$ cat config.mk
export PLATFORM = sky130hd
export DESIGN_NAME = memaccess_seq
export DESIGN_NICKNAME = d
export VERILOG_FILES = /design/src/rtl/memaccess_seq.sv
export SDC_FILE = /design/constraint.sdc
export NUM_CORES = 1
export LEC_CHECK = 0
export CAP_MARGIN = 20
export CORE_UTILIZATION = 40
export DETAILED_ROUTE_END_ITERATION = 8
export PLACE_DENSITY = 0.79
export SLEW_MARGIN = 20
export SYNTH_ARGS = -nofsm -noshare
export SYNTH_HDL_FRONTEND = slang
export SYNTH_SLANG_ARGS = --single-unit
$ cat constraint.sdc
create_clock -name clock -period 3.05 [get_ports clock]
set_input_delay 0.7625 -clock clock [delete_from_list [all_inputs] [get_ports clock]]
set_output_delay 0.7625 -clock clock [all_outputs]
set_load 0.02 [all_outputs]
$ cat src/rtl/memaccess_seq.sv
// memaccess_seq: self-sequencing LC3 MemAccess stage with a valid/ack dmem port.
// Define MEMACCESS_TIMEOUT_EN to abort accesses left un-acked for TIMEOUT_CYC.
module memaccess_seq #(
  parameter int DATA_W      = 16,
  parameter int ADDR_W      = 16,
  parameter int TIMEOUT_CYC = 255
) (
  input  logic              clock,
  input  logic              reset,
  input  logic              req,
  input  logic              mem_op,
  input  logic              m_control,
  input  logic [ADDR_W-1:0] m_addr,
  input  logic [DATA_W-1:0] m_data,
  output logic              busy,
  output logic              done,
  output logic [DATA_W-1:0] memout,
  output logic [1:0]        mem_state,
  output logic              dmem_req,
  output logic              dmem_rd,
  output logic [ADDR_W-1:0] dmem_addr,
  output logic [DATA_W-1:0] dmem_din,
  input  logic              dmem_ack,
  input  logic [DATA_W-1:0] dmem_dout,
  output logic              err
);

  typedef enum logic [1:0] {
    S_READ  = 2'd0,
    S_IND   = 2'd1,
    S_WRITE = 2'd2,
    S_IDLE  = 2'd3
  } state_e;

  state_e            state_q, state_d;
  logic              op_q, op_d;
  logic [ADDR_W-1:0] addr_q, addr_d;
  logic [DATA_W-1:0] data_q, data_d;
  logic [DATA_W-1:0] memout_q, memout_d;
  logic              done_q, done_d;
  logic              busy_w;
  logic              abort_w;

  if (TIMEOUT_CYC < 1) begin : g_bad_timeout
    $error("TIMEOUT_CYC must be at least 1");
  end

  assign busy_w = (state_q != S_IDLE);

`ifdef MEMACCESS_TIMEOUT_EN
  localparam int CW = $clog2(TIMEOUT_CYC + 1);

  logic [CW-1:0] cnt_q, cnt_d, cnt_inc;
  logic          err_q;

  always_comb begin
    cnt_inc = cnt_q + 1'b1;
    abort_w = busy_w && !dmem_ack &&
              (cnt_inc == CW'(TIMEOUT_CYC));
    cnt_d   = '0;
    if (busy_w && !dmem_ack && !abort_w) begin
      cnt_d = cnt_inc;
    end
  end

  always_ff @(posedge clock or negedge reset) begin
    if (!reset) begin
      cnt_q <= '0;
      err_q <= 1'b0;
    end else begin
      cnt_q <= cnt_d;
      err_q <= abort_w;
    end
  end

  assign err = err_q;
`else
  assign abort_w = 1'b0;
  assign err     = 1'b0;
`endif

  always_comb begin
    state_d  = state_q;
    op_d     = op_q;
    addr_d   = addr_q;
    data_d   = data_q;
    memout_d = memout_q;
    done_d   = 1'b0;
    unique case (state_q)
      S_IDLE: begin
        if (req) begin
          op_d   = mem_op;
          addr_d = m_addr;
          data_d = m_data;
          if (m_control) begin
            state_d = S_IND;
          end else if (mem_op) begin
            state_d = S_WRITE;
          end else begin
            state_d = S_READ;
          end
        end
      end
      S_IND: begin
        if (dmem_ack) begin
          // pointer word becomes the effective address
          addr_d  = ADDR_W'(dmem_dout);
          state_d = op_q ? S_WRITE : S_READ;
        end
      end
      S_READ: begin
        if (dmem_ack) begin
          memout_d = dmem_dout;
          state_d  = S_IDLE;
          done_d   = 1'b1;
        end
      end
      S_WRITE: begin
        if (dmem_ack) begin
          state_d = S_IDLE;
          done_d  = 1'b1;
        end
      end
    endcase
    if (abort_w) begin
      state_d  = S_IDLE;
      done_d   = 1'b1;
      addr_d   = addr_q;
      memout_d = memout_q;
    end
  end

  always_ff @(posedge clock or negedge reset) begin
    if (!reset) begin
      state_q  <= S_IDLE;
      op_q     <= 1'b0;
      addr_q   <= '0;
      data_q   <= '0;
      memout_q <= '0;
      done_q   <= 1'b0;
    end else begin
      state_q  <= state_d;
      op_q     <= op_d;
      addr_q   <= addr_d;
      data_q   <= data_d;
      memout_q <= memout_d;
      done_q   <= done_d;
    end
  end

  assign busy      = busy_w;
  assign done      = done_q;
  assign memout    = memout_q;
  assign mem_state = state_q;
  assign dmem_req  = busy_w;
  assign dmem_rd   = (state_q == S_READ) ||
                     (state_q == S_IND);
  assign dmem_addr = addr_q;
  assign dmem_din  = data_q;

endmodule

==> results of run 1 <==
## cell type report
class | count | share of cell area (%)
clock buffer | 7 | 2.75
timing repair buffer | 110 | 31.0
multi-input combinational | 80 | 26.2
inverter | 2 | 0.214
tap | 72 | 2.57
sequential | 52 | 37.2
## placed cells by master (no fill, tap or decap), types with 2 or more instances in the layout
cell,synthesis,layout
inv_1,2,2
mux2_2,45,45
mux2_4,20,20
nand2_1,3,3
clkbuf_8,0,7
buf_4,4,3
clkdlybuf4s50_1,0,106
dfrtp_1,50,50
dfstp_2,2,2
## where the power goes
part,switching (mW),internal [mW]
Sequential,0.209,1.05
Combinational,0.935,1.19
Clock,0.205,0.202
Total,1.35,2.45
## registers in the layout (all words and copies together), names as in the netlist
| register | count |
|---|---|
| done | 1 |
| dmem_din | 16 |
| mem_state | 2 |
| dmem_addr | 16 |
| op_q | 1 |
| memout | 16 |
## Yosys cell counts, types with 2 or more instances
library cell	n	share of area [%]
buf_4	4	1.3
buf_6	2	0.98
mux2_2	45	22
dfstp_2	2	2.3
mux2_4	20	13
inv_1	2	0.33
nand2_1	3	0.49
dfrtp_1	50	54
## path summary, 6_finish.rpt
path	startpoint	end	cells after the start
setup / recovery	mem_state[1]	mem_state[1]	1
min in group clock	dmem_din[6]	dmem_din[6]	1
setup reg to reg	mem_state[1]	dmem_addr[2]	3
max in group asynchronous	reset	dmem_addr[8]	2
hold / removal	reset	memout[11]	1
hold reg to reg	dmem_din[6]	dmem_din[6]	1
## routing by layer
metal | global-route usage [%] | wire, um | vias to the layer above
met1 | 21.5 | 2230 | 781
met2 | 33.6 | 2750 | 52
met3 | 4.59 | 289 | 8
met5 | 0 | 0 | -
met4 | 6.67 | 78 | 0
li1 | - | - | 705
## kinds of logic after synthesis
| family | share of synthesized area, % |
|---|---|
| multiplexers | 35.0 |
| other | 0.162 |
| AO/OA/AOI/OAI | 1.63 |
| flip-flops | 56.5 |
| AND/OR/NAND/NOR | 3.09 |
| buffers and inverters | 3.69 |
==> metrics.md, run 1 <==
| Metric | Value |
|---|---|
| GRT Overall Usage | 18.7% |
| Sequence of cells on the critical path | clkdlybuf4s50_1 |
| Setup violators final | 0 |
| Cts repair resizes | 0 |
| Dpl cells | 316 |
| Yosys cell types | 22 |
| Clock latency on the worst-skew pair | 300 ps |
| F_max | 422 MHz |
| Final non-filler cell total | 323 |
| Arrival @ worst endpoint | 1610 ps |
| Setup slack, reg-to-reg | 1070 ps |
| DR vias/cell | 4.79 |
| Port Buf Inserts | 107 |
| Crit path required time | 2290 ps |
| Sequential element share of the synthesized area | 56.5% |
| Hold_ws | 396 ps |
| Layout Skew | 3.08 ps |
| Vias in the first global route | 1,722 |
| PnR worst setup slack | 679 ps |
| CTS tree | yes |
| Share of post-route cells with drive strength above 1 | 33.1% |
| TNS Setup | 0 ps |
| IO Pins | 109 |
| Max stage delay on crit path | 670 ps |
| Largest net degree at the start of global routing | 22 |
| Period utilisation layout | 77.7% |
| Clk slew on worst S/H paths | 80 ps |
| Crit path launch type | register |
| Crit path max fanout | 10 |
| Die outline height | 78.0 um |
| Mapped Cells | 142 |
| Outcome | completed |
| RSZ-0062 raised after global routing | false |
| Via count | 1,546 |
| Hold crit path type | input port to async pin |
| Critical Setup Path Class | register to primary output |
| Synth Register Bits | 52 |
| Area after DPL | 0.00341 mm2 |
| DRC | 0 |
| CTS buffer count | 5 |
| Max clock buf depth | 2 |
| CTS sink count | 52 |
| Slowest-stage cell, CP | dfstp_2 |
| CTS H-tree lvls | 2 |
| Synth-to-Final Area Change | 51.9% |
| Measured slew at the worst slew-check pin | 722 ps |
| Net Count, Synth | 196 |
| DRT Pass-1 Iters | 2 |
| Routed len/inst | 16.6 um |
| Initial antenna violation count | 0 |
| Post-CTS Hold Buffers | 0 |
| Post-synth EDFFs | 0 |
| Nets | 305 |
| Die Area | 0.00608 mm2 |
| Fillers | 444 |
| Power density cells | 1080 mW/mm2 |
| Root buf cell | clkbuf_8 |
| Initial Util | 41.7% |
| Antenna Nets Post-Route | 0 |
| Post-CTS setup buffer count | 0 |
| Async SR Flop Fraction | 100% |
| Final WL | 5350 um |
| CP top delay family | flip-flops |
| Core Util, Final | 63.3% |
| LEAKAGE | 1.49 nW |
| Final Cell Area | 0.00351 mm2 |
| Die Wd | 78.0 um |
| Post-Place Worst Slack | 468 ps |
| Drt initial violations | 35 |
| Rows | 27 |
| First-pass GRT wire length | 8600 um |
| Yosys Warn Count | 0 |
| VDD IR-drop max | 0.522 mV |
| Avg Inst Size Synth | 16.3 um2 |
| Antenna Cells | 0 |
| GPL Wtd Cong | 0.693 |
| Max-capacitance violation count | 0 |
| Fin. Hold Viols | 0 |
| CP bufs+invs | 1 |
| Tot Pwr | 3.80 mW |
| Minimum clock period | 2370 ps |
| Top FF cell, synth | dfrtp_1 |
| Critical path endpoint category | primary output |
| Synthesized area | 0.00231 mm2 |
| Grt ovf | 0 |
| Max-slew violation count | 0 |
| Post-DP HPWL | 4000 um |
| Multi-input gate area | 920 um2 |
| Sequential cell area | 0.00130 mm2 |
| Slew headroom | 51.7% |
| Placeable core area | 0.00554 mm2 |
No activity file was read; power rests on OpenSTA's default activity.
==> run 2: changes to the inputs <==
--- a/config.mk
+++ b/config.mk
@@ -6,9 +6,9 @@
 export NUM_CORES = 1
 export LEC_CHECK = 0
 export CAP_MARGIN = 20
-export CORE_UTILIZATION = 40
+export CORE_UTILIZATION = 37
 export DETAILED_ROUTE_END_ITERATION = 8
-export PLACE_DENSITY = 0.79
+export PLACE_DENSITY = 0.76
 export SLEW_MARGIN = 20
 export SYNTH_ARGS = -nofsm -noshare
 export SYNTH_HDL_FRONTEND = slang
==> constraint.sdc (replaced) <==
create_clock -name clock -period 2 [get_ports clock]
set_input_delay 0.5 -clock clock [delete_from_list [all_inputs] [get_ports clock]]
set_output_delay 0.5 -clock clock [all_outputs]
set_load 0.02 [all_outputs]
==> run 2 against run 1 <==
- via count grew 0.32%
- cell count grew 3.1%
- count of clock-buffer cells in the layout down 1
- clock skew grew 6.0 ps
- power increased by 56%
- combinational power is 56% higher
- sequential power up 50%
- non-clock buffer count is 6 higher
- global-route usage is 2.8 points lower
- largest cell class unchanged
==> metrics.md, run 2 (same netlist as run 1, synthesis figures left out) <==
| Metric | Value |
|---|---|
| GRT Overall Usage | 15.9% |
| CP top delay family | flip-flops |
| Nets | 311 |
| Synth-to-Final Area Change | 55.4% |
| Share of post-route cells with drive strength above 1 | 34.5% |
| CTS buffer count | 5 |
| Post-DP HPWL | 3860 um |
| Max-slew violation count | 0 |
| Rows | 28 |
| Die Area | 0.00656 mm2 |
| Most used routing layer | met2 |
| Most frequent cells in the layout | 101 x clkdlybuf4s50_1, 50 x dfrtp_1, 45 x mux2_2 |
| Post-CTS setup buffer count | 0 |
| Sequence of cells on the critical path | nand2_1, dlygate4sd2_1 |
| Slowest-stage cell, CP | dfstp_2 |
| Outcome | completed |
| RSZ-0062 raised after global routing | false |
| Die outline height | 81.0 um |
| DR vias/cell | 4.66 |
| CTS H-tree lvls | 2 |
| TNS Setup | 0 ps |
| DRC | 0 |
| GRT met2 Usage | 26.8% |
| Critical path endpoint category | primary output |
| Vias in the first global route | 1,582 |
| IO Pins | 109 |
| Via count | 1,551 |
| DRT Pass-1 Iters | 3 |
| Met3 usage | 5.06% |
| Grt ovf | 0 |
| Root buf cell | clkbuf_8 |
| Critical Setup Path Class | register to primary output |
| Setup violators final | 0 |
| Drt initial violations | 25 |
| Hold crit path type | input port to async pin |
| Antenna Nets Post-Route | 0 |
| Minimum clock period | 1860 ps |
| Met1 usage | 19.7% |
| Core Util, Final | 60.3% |
| Final WL | 5100 um |
| GPL Wtd Cong | 0.706 |
| LEAKAGE | 1.54 nW |
| Die Wd | 81.0 um |
| PnR worst setup slack | 144 ps |
| Placeable core area | 0.00596 mm2 |
| Initial antenna violation count | 0 |
| Crit path max fanout | 8 |
| CP bufs+invs | 1 |
| Max stage delay on crit path | 620 ps |
| Max clock buf depth | 2 |
| F_max | 539 MHz |
| Port Buf Inserts | 107 |
| Period utilisation layout | 92.8% |
| First-pass GRT wire length | 7740 um |
| CTS sink count | 52 |
| Crit path launch type | register |
| Max-capacitance violation count | 0 |
| Antenna Cells | 0 |
| Post-Place Worst Slack | 22.0 ps |
| Reg-to-Reg Start | mem_state[0] |
| Fin. Hold Viols | 0 |
| Setup crit start | mem_state[0] |
| Routed len/inst | 15.3 um |
| Largest net degree at the start of global routing | 23 |
| Post-CTS Hold Buffers | 0 |
| Initial Util | 38.8% |
| Crit path required time | 1500 ps |
| Clock latency on the worst-skew pair | 300 ps |
| Arrival @ worst endpoint | 1360 ps |
| Layout Skew | 9.10 ps |
| Clk slew on worst S/H paths | 90 ps |
| VDD IR-drop max | 0.886 mV |
| CTS tree | yes |
| Power density cells | 1650 mW/mm2 |
| Commonest non-fill, non-tap cell in the layout | clkdlybuf4s50_1 |
[run 2: changes by cell type in the layout (fill, tap and decap cells not counted), moves of 2 or more]
cell | before | now
buf_12 | 0 | 2
dlygate4sd2_1 | 0 | 4
buf_4 | 3 | 7
clkbuf_8 | 7 | 5
clkdlybuf4s50_1 | 106 | 101
[run 2: cell type report]
class	count	area [um2]
Multi-Input combinational cell	80	920
Clock inverter	2	35.0
Tap cell	75	93.8
Clock buffer	6	72.6
Fill cell	512	2370
Inverter	2	7.51
Sequential cell	52	1300
Timing Repair Buffer	116	1160
[run 2: what timing repair did]
| item | 4_1_cts | 5_1_grt |
|---|---|---|
| endpoints found under the hold margin | 0 | 0 |
| resized for setup | 4 | 1 |
| cloned | 0 | 0 |
| endpoints found under the setup margin | 4 | 1 |
[run 2: stage by stage]
stage | total power [mW] | instances | hold slack, ps | instance area [um2]
3_5_place_dp | 5.30 | 325 | 421 | 3480
6_report | 5.92 | 333 | 83.2 | 3590
2_1_floorplan | 3.81 | 142 | 204 | 2310
5_1_grt | 6.24 | 333 | 92.9 | 3590
3_3_place_gp | 5.25 | 325 | 426 | 3480
4_1_cts | 5.99 | 333 | 88.0 | 3590
[run 2: worst reg2reg max path, cell delays in order (launching register included)]
cell	delay (ps)
dfstp_2	620
nor2b_4	250
buf_4	240
mux2_4	320
mux2_4	260
[run 2: path summary, 6_finish.rpt]
path	slack, ps	endpoint	cells after the start
worst max register to register	210	dmem_addr[5]	4
worst min-delay path	80	dmem_addr[8]	1
min in group clock	510	dmem_din[1]	1
worst min register to register	510	dmem_din[1]	1
max in group asynchronous	1310	dmem_din[12]	2
worst max-delay path	140	dmem_req	2
[run 2: where the power goes]
group / switching (mW) / internal (mW)
registers: 0.289 / 1.61
clock network: 0.333 / 0.372
logic: 1.44 / 1.88
total: 2.06 / 3.86
[run 2: layer usage]
| metal | vias to the layer above | wire, um |
|---|---|---|
| met3 | 4 | 387 |
| met5 | - | 0 |
| li1 | 729 | - |
| met1 | 760 | 2210 |
| met4 | 0 | 36 |
| met2 | 58 | 2470 |
==> run 3: changes to the inputs <==
--- a/config.mk
+++ b/config.mk
@@ -6,9 +6,11 @@
 export NUM_CORES = 1
 export LEC_CHECK = 0
 export CAP_MARGIN = 20
-export CORE_UTILIZATION = 37
+export CELL_PAD_IN_SITES_DETAIL_PLACEMENT = 0
+export CELL_PAD_IN_SITES_GLOBAL_PLACEMENT = 2
+export CORE_UTILIZATION = 24
 export DETAILED_ROUTE_END_ITERATION = 8
-export PLACE_DENSITY = 0.76
+export PLACE_DENSITY_LB_ADDON = 0.1
 export SLEW_MARGIN = 20
 export SYNTH_ARGS = -nofsm -noshare
 export SYNTH_HDL_FRONTEND = slang
==> run 3 against run 2 <==
- power rose by 0.72%
- global-route usage is 4.2 points lower
- hold slack got worse by 32 ps
- cell count grew 17%
- highest routed layer unchanged
- sequential cell count is the same
- critical path type unchanged
==> metrics.md, run 3 (same netlist as run 1, synthesis figures left out) <==
| Metric | Value |
|---|---|
| Outcome | completed |
| DRC | 0 |
| Psw | 2.10 mW |
| Drt initial violations | 27 |
| GRT Overall Usage | 11.8% |
| Rows | 35 |
| Dpl cells | 380 |
| RSZ-0062 raised after global routing | false |
| Die Area | 0.0100 mm2 |
| Initial antenna violation count | 0 |
| Crit path launch type | register |
| Most frequent cells in the layout | 101 x clkdlybuf4s50_1, 50 x dfrtp_1, 45 x mux2_2 |
| Commonest non-fill, non-tap cell in the layout | clkdlybuf4s50_1 |
| F_max | 546 MHz |
| Antenna Cells | 0 |
| Arrival @ worst endpoint | 1330 ps |
| Root buf cell | clkbuf_8 |
| CTS H-tree lvls | 2 |
| Antenna Nets Post-Route | 0 |
| Internal | 3.86 mW |
| Max-capacitance violation count | 0 |
| Power density cells | 1620 mW/mm2 |
| Via count | 1,534 |
| TNS Setup | 0 ps |
| GPL Wtd Cong | 0.642 |
| Routed len/inst | 14.6 um |
| Area after DPL | 0.00357 mm2 |
| Layout Skew | 11.4 ps |
| Hold crit path type | input port to async pin |
| Die Wd | 100 um |
| LEAKAGE | 1.54 nW |
| CTS sink count | 52 |
| CTS tree | yes |
| Crit path max fanout | 8 |
| Share of post-route cells with drive strength above 1 | 34.7% |
| First-pass GRT wire length | 8910 um |
| Grt ovf | 0 |
| Fin. Hold Viols | 0 |
| Max clock buf depth | 2 |
| Sw Ratio | 35.3% |
| DR vias/cell | 3.95 |
| Synth-to-Final Area Change | 59.1% |
| Largest net degree at the start of global routing | 44 |
| Vias in the first global route | 1,705 |
| Initial Util | 24.9% |
| DRT Pass-1 Iters | 4 |
| Hold_ws | 51.2 ps |
| Port Buf Inserts | 107 |
| IO Pins | 109 |
| Post-CTS setup buffer count | 0 |
| Sequential cell area | 0.00130 mm2 |
| Tot Pwr | 5.96 mW |
| Max-slew violation count | 0 |
| Slowest-stage cell, CP | dfstp_2 |
| Sequence of cells on the critical path | nand2_1, dlygate4sd2_1 |
| Period utilisation layout | 91.7% |
| Core Util, Final | 39.6% |
| Critical Setup Path Class | register to primary output |
| Fillers | 914 |
| Crit path required time | 1500 ps |
| Multi-input gate area | 920 um2 |
| VDD IR-drop max | 0.472 mV |
| PnR worst setup slack | 167 ps |
| CTS buffer count | 5 |
| Max stage delay on crit path | 620 ps |
| Final non-filler cell total | 388 |
| Minimum clock period | 1830 ps |
| Reg power frac | 31.7% |
| Critical path endpoint category | primary output |
| Comb power frac | 56.1% |
| Post-DP HPWL | 4120 um |
| Post-Place Worst Slack | 12.1 ps |
| Clk slew on worst S/H paths | 100 ps |
| Setup violators final | 0 |
| Placeable core area | 0.00928 mm2 |
| Final WL | 5680 um |
| Clock latency on the worst-skew pair | 310 ps |
| Final Cell Area | 0.00367 mm2 |
| Nets | 312 |
| Die outline height | 100 um |
| Clock Power Share | 12.2% |
run 3: cell types whose count changed in the layout (fill, tap and decap cells not counted), sizes merged:
cell,before,now
buf,10,11
dlygate4sd2,4,5
dlymetal6s2s,1,0
run 3: repair_timing:
action / in CTS / in global routing
setup endpoints to repair: 5 / 0
hold buffers: 0 / 0
resized for setup: 5 / 0
run 3: power by group through the flow:
stage / sequential (mW) / clock [mW] / combinational (mW)
3_5_place_dp: 1.92 / 0 / 3.42
6_report: 1.89 / 0.726 / 3.34
2_1_floorplan: 2.54 / 0 / 1.27
3_3_place_gp: 1.92 / 0 / 3.42
4_1_cts: 1.90 / 0.758 / 3.40
5_1_grt: 1.98 / 0.806 / 3.53
run 3: layer usage:
layer  global-route usage, %  wire length, um  up-vias
li1                        -                -      724
met1                    15.6             2610      756
met2                    18.4             2640       52
met3                    3.97              379        2
met4                    3.01               46        0
met5                       0                0        -
run 3: critical path: cells and delay by family (launching register included):
family,cells,cell delay (ps)
DFF,1,620
buffers and inverters,1,330
and+or+nand+nor,1,80
run 3: final timing paths:
path / from / end / slack [ps] / cells after the start
setup / recovery: mem_state[0] / dmem_req / 170 / 2
hold / removal: reset / memout[11] / 50 / 1
max in group asynchronous: reset / mem_state[0] / 1360 / 2
min in group clock: memout[7] / memout[7] / 510 / 1
setup reg to reg: mem_state[0] / dmem_addr[15] / 290 / 4
hold reg to reg: memout[7] / memout[7] / 510 / 1
run 3: layout make-up:
type                       instances  share of cell area (%)
multi-input combinational         80                    25.0
tap                              129                    4.40
timing repair buffer             117                    31.9
inverter                           2                   0.204
clock buffer                       6                    1.98
clock inverter                     2                   0.954
sequential                        52                    35.5
